===== src/rtl/pipeline_pkg.sv =====
// rtl/pipeline_pkg.sv - shared opcodes, PC select encodings, sequencer states and uses_rt helper
package pipeline_pkg;

  localparam logic [5:0] OP_RTYPE = 6'b000000;
  localparam logic [5:0] OP_LW    = 6'b100011;
  localparam logic [5:0] OP_SW    = 6'b101011;
  localparam logic [5:0] OP_BEQ   = 6'b000100;

  localparam logic [1:0] PC_SEL_SEQ = 2'b00;
  localparam logic [1:0] PC_SEL_BR  = 2'b01;
  localparam logic [1:0] PC_SEL_JMP = 2'b10;

  typedef enum logic [1:0] {
    ARRANQUE   = 2'b00,
    RUN        = 2'b01,
    ESPERA_MEM = 2'b10
  } estado_t;

  // Opcodes whose rt field is a source operand rather than a destination
  function automatic logic uses_rt(input logic [5:0] op);
    return (op == OP_RTYPE) || (op == OP_SW) || (op == OP_BEQ);
  endfunction

endpackage


===== src/rtl/detector_carga_uso.sv =====
// rtl/detector_carga_uso.sv - combinational load-use hazard comparator between EX load and ID sources
module detector_carga_uso
  import pipeline_pkg::*;
(
  input  logic [5:0] id_op,
  input  logic [4:0] id_rs,
  input  logic [4:0] id_rt,
  input  logic       ex_LeerMem,
  input  logic [4:0] ex_rt,
  output logic       hazard
);

  // Register 0 is hardwired, so a load into it never creates a dependency
  assign hazard = ex_LeerMem && (ex_rt != 5'd0) &&
                  ((ex_rt == id_rs) || (uses_rt(id_op) && (ex_rt == id_rt)));

endmodule


===== src/rtl/control_riesgos.sv =====
// rtl/control_riesgos.sv - pipeline sequencer: start-up bubbles, memory waits, branch/jump flush, load-use stall
module control_riesgos
  import pipeline_pkg::*;
#(
  parameter int CNT_W         = 16,
  parameter int RESET_BUBBLES = 3
) (
  input  logic             clk,
  input  logic             rst_n,
  input  logic [5:0]       id_op,
  input  logic [4:0]       id_rs,
  input  logic [4:0]       id_rt,
  input  logic             id_Saltoincond,
  input  logic             ex_LeerMem,
  input  logic [4:0]       ex_rt,
  input  logic             ex_SaltoCond,
  input  logic             ex_zero,
  input  logic             mem_req,
  input  logic             mem_ready,
  output logic             pc_en,
  output logic             ifid_en,
  output logic             idex_en,
  output logic             exmem_en,
  output logic             memwb_en,
  output logic             ifid_flush,
  output logic             idex_flush,
  output logic [1:0]       pc_sel,
  output logic [CNT_W-1:0] stall_cnt,
  output logic [CNT_W-1:0] flush_cnt
);

  localparam int BOOT_W = (RESET_BUBBLES > 1) ? $clog2(RESET_BUBBLES + 1) : 1;
  localparam logic [BOOT_W-1:0] BOOT_INIT = BOOT_W'(RESET_BUBBLES);

  estado_t           state, next_state;
  logic [BOOT_W-1:0] boot_cnt;
  logic              hazard;
  logic              mem_wait;
  logic              advance;
  logic              stall_inc;
  logic              flush_inc;

  detector_carga_uso u_detector (
    .id_op      (id_op),
    .id_rs      (id_rs),
    .id_rt      (id_rt),
    .ex_LeerMem (ex_LeerMem),
    .ex_rt      (ex_rt),
    .hazard     (hazard)
  );

  // mem_ready only has meaning while an access is outstanding
  assign mem_wait = mem_req && !mem_ready;

  always_ff @(posedge clk or negedge rst_n) begin
    if (!rst_n) begin
      state    <= ARRANQUE;
      boot_cnt <= BOOT_INIT;
    end else begin
      state <= next_state;
      if (state == ARRANQUE) boot_cnt <= boot_cnt - BOOT_W'(1);
    end
  end

  always_comb begin
    next_state = state;
    pc_en      = 1'b1;
    ifid_en    = 1'b1;
    idex_en    = 1'b1;
    exmem_en   = 1'b1;
    memwb_en   = 1'b1;
    ifid_flush = 1'b0;
    idex_flush = 1'b0;
    pc_sel     = PC_SEL_SEQ;
    stall_inc  = 1'b0;
    flush_inc  = 1'b0;
    advance    = 1'b0;

    case (state)
      ARRANQUE: begin
        pc_en      = 1'b0;
        ifid_flush = 1'b1;
        idex_flush = 1'b1;
        if (boot_cnt == BOOT_W'(1)) next_state = RUN;
      end
      RUN: begin
        if (mem_wait) next_state = ESPERA_MEM;
        else          advance    = 1'b1;
      end
      ESPERA_MEM: begin
        if (!mem_wait) begin
          advance    = 1'b1;
          next_state = RUN;
        end
      end
      default: next_state = ARRANQUE;
    endcase

    if ((state != ARRANQUE) && mem_wait) begin
      pc_en     = 1'b0;
      ifid_en   = 1'b0;
      idex_en   = 1'b0;
      exmem_en  = 1'b0;
      memwb_en  = 1'b0;
      stall_inc = 1'b1;
    end

    // Branch beats jump beats load-use; only one response per cycle
    if (advance) begin
      if (ex_SaltoCond && ex_zero) begin
        pc_sel     = PC_SEL_BR;
        ifid_flush = 1'b1;
        idex_flush = 1'b1;
        flush_inc  = 1'b1;
      end else if (id_Saltoincond) begin
        pc_sel     = PC_SEL_JMP;
        ifid_flush = 1'b1;
        flush_inc  = 1'b1;
      end else if (hazard) begin
        pc_en      = 1'b0;
        ifid_en    = 1'b0;
        idex_flush = 1'b1;
        stall_inc  = 1'b1;
      end
    end
  end

  always_ff @(posedge clk or negedge rst_n) begin
    if (!rst_n) begin
      stall_cnt <= '0;
      flush_cnt <= '0;
    end else begin
      if (stall_inc && (stall_cnt != '1)) stall_cnt <= stall_cnt + CNT_W'(1);
      if (flush_inc && (flush_cnt != '1)) flush_cnt <= flush_cnt + CNT_W'(1);
    end
  end

endmodule


===== config.mk =====
export PLATFORM = sky130hd
export DESIGN_NAME = control_riesgos
export DESIGN_NICKNAME = d
export VERILOG_FILES = /design/src/rtl/pipeline_pkg.sv /design/src/rtl/detector_carga_uso.sv /design/src/rtl/control_riesgos.sv
export SDC_FILE = /design/constraint.sdc
export NUM_CORES = 1
export LEC_CHECK = 0
export ABC_AREA = 0
export ABC_CLOCK_PERIOD_IN_PS = 4700
export CORE_UTILIZATION = 50
export CTS_CLUSTER_SIZE = 28
export DETAILED_ROUTE_END_ITERATION = 6
export GPL_ROUTABILITY_DRIVEN = 0
export PLACE_DENSITY = 0.87
export SLEW_MARGIN = 0
export SYNTH_ARGS = -nofsm -noshare
export SYNTH_HDL_FRONTEND = slang
export SYNTH_HIERARCHICAL = 1
export SYNTH_SLANG_ARGS = --single-unit

===== constraint.sdc =====
create_clock -name clk -period 4.7 [get_ports clk]
set_clock_uncertainty 0.05 [all_clocks]
set_input_delay 0.94 -clock clk [delete_from_list [all_inputs] [get_ports clk]]
set_output_delay 0.94 -clock clk [all_outputs]
set_load 0.05 [all_outputs]

==> summary.txt <==
Worst hold path
  – Worst Hold Launch: boot_cnt[1]$_DFFE_PN1N_
  – Hold endpoint: boot_cnt[1]$_DFFE_PN1N_
  – Min-Delay Path Class: register to register
  – Hold depth: 2

Finish
  – Sequential Area: 903.4 µm²
  – Area growth from synthesis to layout: 39.93%
  – Inserted Diodes: 0
  – Final #Nets: about 320
  – Multi-input logic area: 0.001167 mm²
  – Finished Layout Cells: 336
  – Fillers: slightly below 300
  – Leading cell types in the layout, fill and taps excluded: 66 x clkdlybuf4s50_1, 34 x xor2_1, 34 x dfrtp_1, 18 x nand2_1, 15 x nor3_1
  – Proportion of layout cells with a drive suffix above 1: 11.89%
  – Most common cell after layout, fill and taps aside: clkdlybuf4s50_1

Setup path
  – Worst R2R End: stall_cnt[1]$_DFFE_PN0P_
  – Worst path max stage delay: 0.55 ns
  – CP Cell Sequence: clkdlybuf4s50_1 > or4_1 > o21ai_1 > a21oi_1 > nor2b_1 > a311oi_1 > buf_4
  – Crit Path Max Fanout: 3
  – Critical Path RT: 3.71 ns
  – Crit path kind: primary input to output port
  – R2R Setup Slk: 2.48 ns
  – CP Capture Type: output port
  – Worst R2R Start: stall_cnt[0]$_DFFE_PN0P_
  – CP startpoint kind: primary input
  – Crit path DAT: 2.84 ns
  – Slowest cell on crit path: or4_1
  – R2r worst-path depth: 6

Timing
  – Setup TNS: 0 ns
  – Setup-failing EPs final: 0
  – Max Clk Rate: between 0.2 and 0.3 GHz
  – RSZ-0062 raised after global routing: no
  – Worst Setup Slack, final: 0.8702 ns
  – Rel. slew slack: 57.88%
  – Final period util: approximately four fifths
  – Max-slew violations: 0
  – Final Hold Viols: 0
  – Tmin final: about 3.8 ns
  – Worst-margin pin slew: approximately 0.63 ns

Synth
  – Mux contribution to synthesized area: 3.180%
  – Largest family of logic cells by synthesized area: simple AND/OR/NAND/NOR gates
  – Post-synthesis compound-gate area fraction: 4.711%
  – Syn nets: roughly 250
  – Post-Synth Simple-Gate Area: between 20% and 30%
  – Syn Std Cell Area: 0.002125 mm²
  – Post-Syn Area per Cell: 10.12 µm²
  – Total of warnings raised by yosys: 6
  – Sequential share of the synthesized area: a little over two fifths
  – Distinct cells, synth: 35
  – Xor and xnor area share after synthesis: 15.25%
  – Post-Synth Adder-Cell Area: about 4.1%
  – Yosys reg bits: 36
  – Mapped Cells: 210

Routing
  – Drt first pass iters: 4
  – Final WL: 4774 µm
  – Wire per inst: 14.21 µm
  – Post-route ant nets: 0
  – Via density: 5.381
  – Via count: 1808
  – DRC Markers: 0
  – Initial drt markers: 108

Clocking
  – Worst skew pair latency: slightly below 0.3 ns
  – CTS Buf Count: 5
  – Post-CTS Resized: 0
  – Clock-pin slew on the worst setup and hold paths: 0.08 ns
  – Clock root buffer: clkbuf_8
  – CTS tree: done
  – Cts hold-fix bufs: 0
  – CTS sink cnt: 36
  – H-tree depth: 2
  – Clk buf depth: 2
  – Post-CTS setup buffer count: 0

Die
  – Row Count: 23
  – Chip height: around 67 µm
  – Die area: 0.004514 mm²
  – Die span in x: 67.19 µm
  – Initial Util: 52.73%
  – Io pins: 70
  – Core ar.: between 0.004 and 0.005 mm²

Place
  – Placed insts: 328
  – Pre-CTS setup slack: 0.8617 ns
  – Hpwl dp: 3680 µm
  – IO Port Bufs: 69

Power
  – Maximum vdd ir drop: 0.4396 mV
  – Leakage: 1.255 nW
  – Pwr per Cell Area: 463.2 mW/mm²
  – Power, Total: around 1.4 mW

Global route
  – Initial antenna violation count: 0
  – Largest net degree at the start of global routing: 37
  – Gr usage total: a little under a quarter
  – Number of global-route vias before repair: 1726
  – First-pass GRT wire length: 7728 µm
  – Overflow after GRT: 0

Status
  – Status: finished, final reports clean

Run
  – Max_cap viols: 0
## worst max-delay path by stage
stage	start	to	slack (ns)	cells after the start
finish	ex_rt[1]	pc_en	0.87	7
global route	ex_rt[1]	pc_en	0.76	7
CTS	id_op[1]	ifid_en	0.86	8
detailed placement	ex_rt[1]	pc_en	0.86	7
global placement	id_op[1]	ifid_en	0.91	8
floorplan	ex_rt[1]	pc_en	0.68	5
## worst max-delay path, delay by kind of cell
kind,cells,cell delay (ns)
AOI/OAI and AO/OA,3,0.48
buffers and inverters,2,0.72
and+or+nand+nor,2,0.71
## power by group
part	switching (mW)	internal, mW	leakage, nW
Clock	0.114	0.103	0.0479
Combinational	0.449	0.254	0.747
Sequential	0.0749	0.383	0.460
Total	0.637	0.740	1.26
## metrics by stage
step	area [µm²]	hold WS, ns	utilization (%)
2_1_floorplan	2125	0.4131	-
3_3_place_gp	2885	0.4283	71.61
3_5_place_dp	2885	0.4361	71.61
4_1_cts	2973	0.4500	73.79
5_1_grt	2973	0.4753	73.79
6_report	2973	0.4424	73.79
## layout make-up
type,instances,area share (%)
Clock buffer,5,2.315
Sequential cell,36,30.39
Tap cell,50,2.104
Timing Repair Buffer,74,24.66
Clock inverter,3,0.6313
Multi-Input combinational cell,163,39.27
Inverter,5,0.6313
## cells by family after synthesis
family / after synthesis
DFF: 36
AOI/OAI and AO/OA: 16
xor gates and xnor gates: 37
and+or+nand+nor: 97
muxes: 6
adders and majority gates: 7
buffers and inverters: 11
## flip-flops by register name, summed over array words and instances (netlist names)
register	cells
boot_cnt	2
flush_cnt	16
stall_cnt	16
state	2
## Yosys cell counts
| cell | instances | area [µm²] |
|---|---|---|
| dfrtp_1 | 34 | 850.8 |
| xor2_1 | 34 | 297.8 |
| nand2_1 | 18 | 67.56 |
| nor3_1 | 15 | 75.07 |
| nand3_1 | 11 | 55.05 |
| nand4_1 | 10 | 62.56 |
| nor4_1 | 9 | 56.30 |
| ha_1 | 7 | 87.58 |
| mux2_2 | 6 | 67.56 |
| nor2_1 | 6 | 22.52 |
| a21oi_1 | 5 | 25.02 |
| inv_1 | 5 | 18.77 |
| o21ai_0 | 5 | 25.02 |
| nor4b_1 | 4 | 35.03 |
| or4_1 | 4 | 30.03 |
| buf_2 | 3 | 15.01 |
| nand2b_1 | 3 | 18.77 |
| nor3b_1 | 3 | 22.52 |
| or2_2 | 3 | 18.77 |
| xnor2_1 | 3 | 26.28 |
| buf_4 | 2 | 15.01 |
| dfstp_2 | 2 | 52.55 |
| nor2b_1 | 2 | 12.51 |
| nor4_2 | 2 | 25.02 |
| nor4_4 | 2 | 42.54 |
| o21ai_1 | 2 | 10.01 |
| or3_1 | 2 | 12.51 |
| a21o_1 | 1 | 7.510 |
| a311oi_1 | 1 | 8.760 |
| a41oi_2 | 1 | 16.27 |
| and2b_1 | 1 | 7.510 |
| and3_1 | 1 | 6.260 |
| buf_6 | 1 | 11.26 |
| o21bai_1 | 1 | 7.510 |
| or4_4 | 1 | 11.26 |
## metal layers
layer	routed length, µm	vias to the layer above	GRT usage, %
li1	-	907	-
met4	34	0	5.851
met3	180	6	5.574
met2	2411	35	38.50
met5	0	-	0
met1	2148	860	28.69
Note: power is estimated with default switching activity, not from simulation.
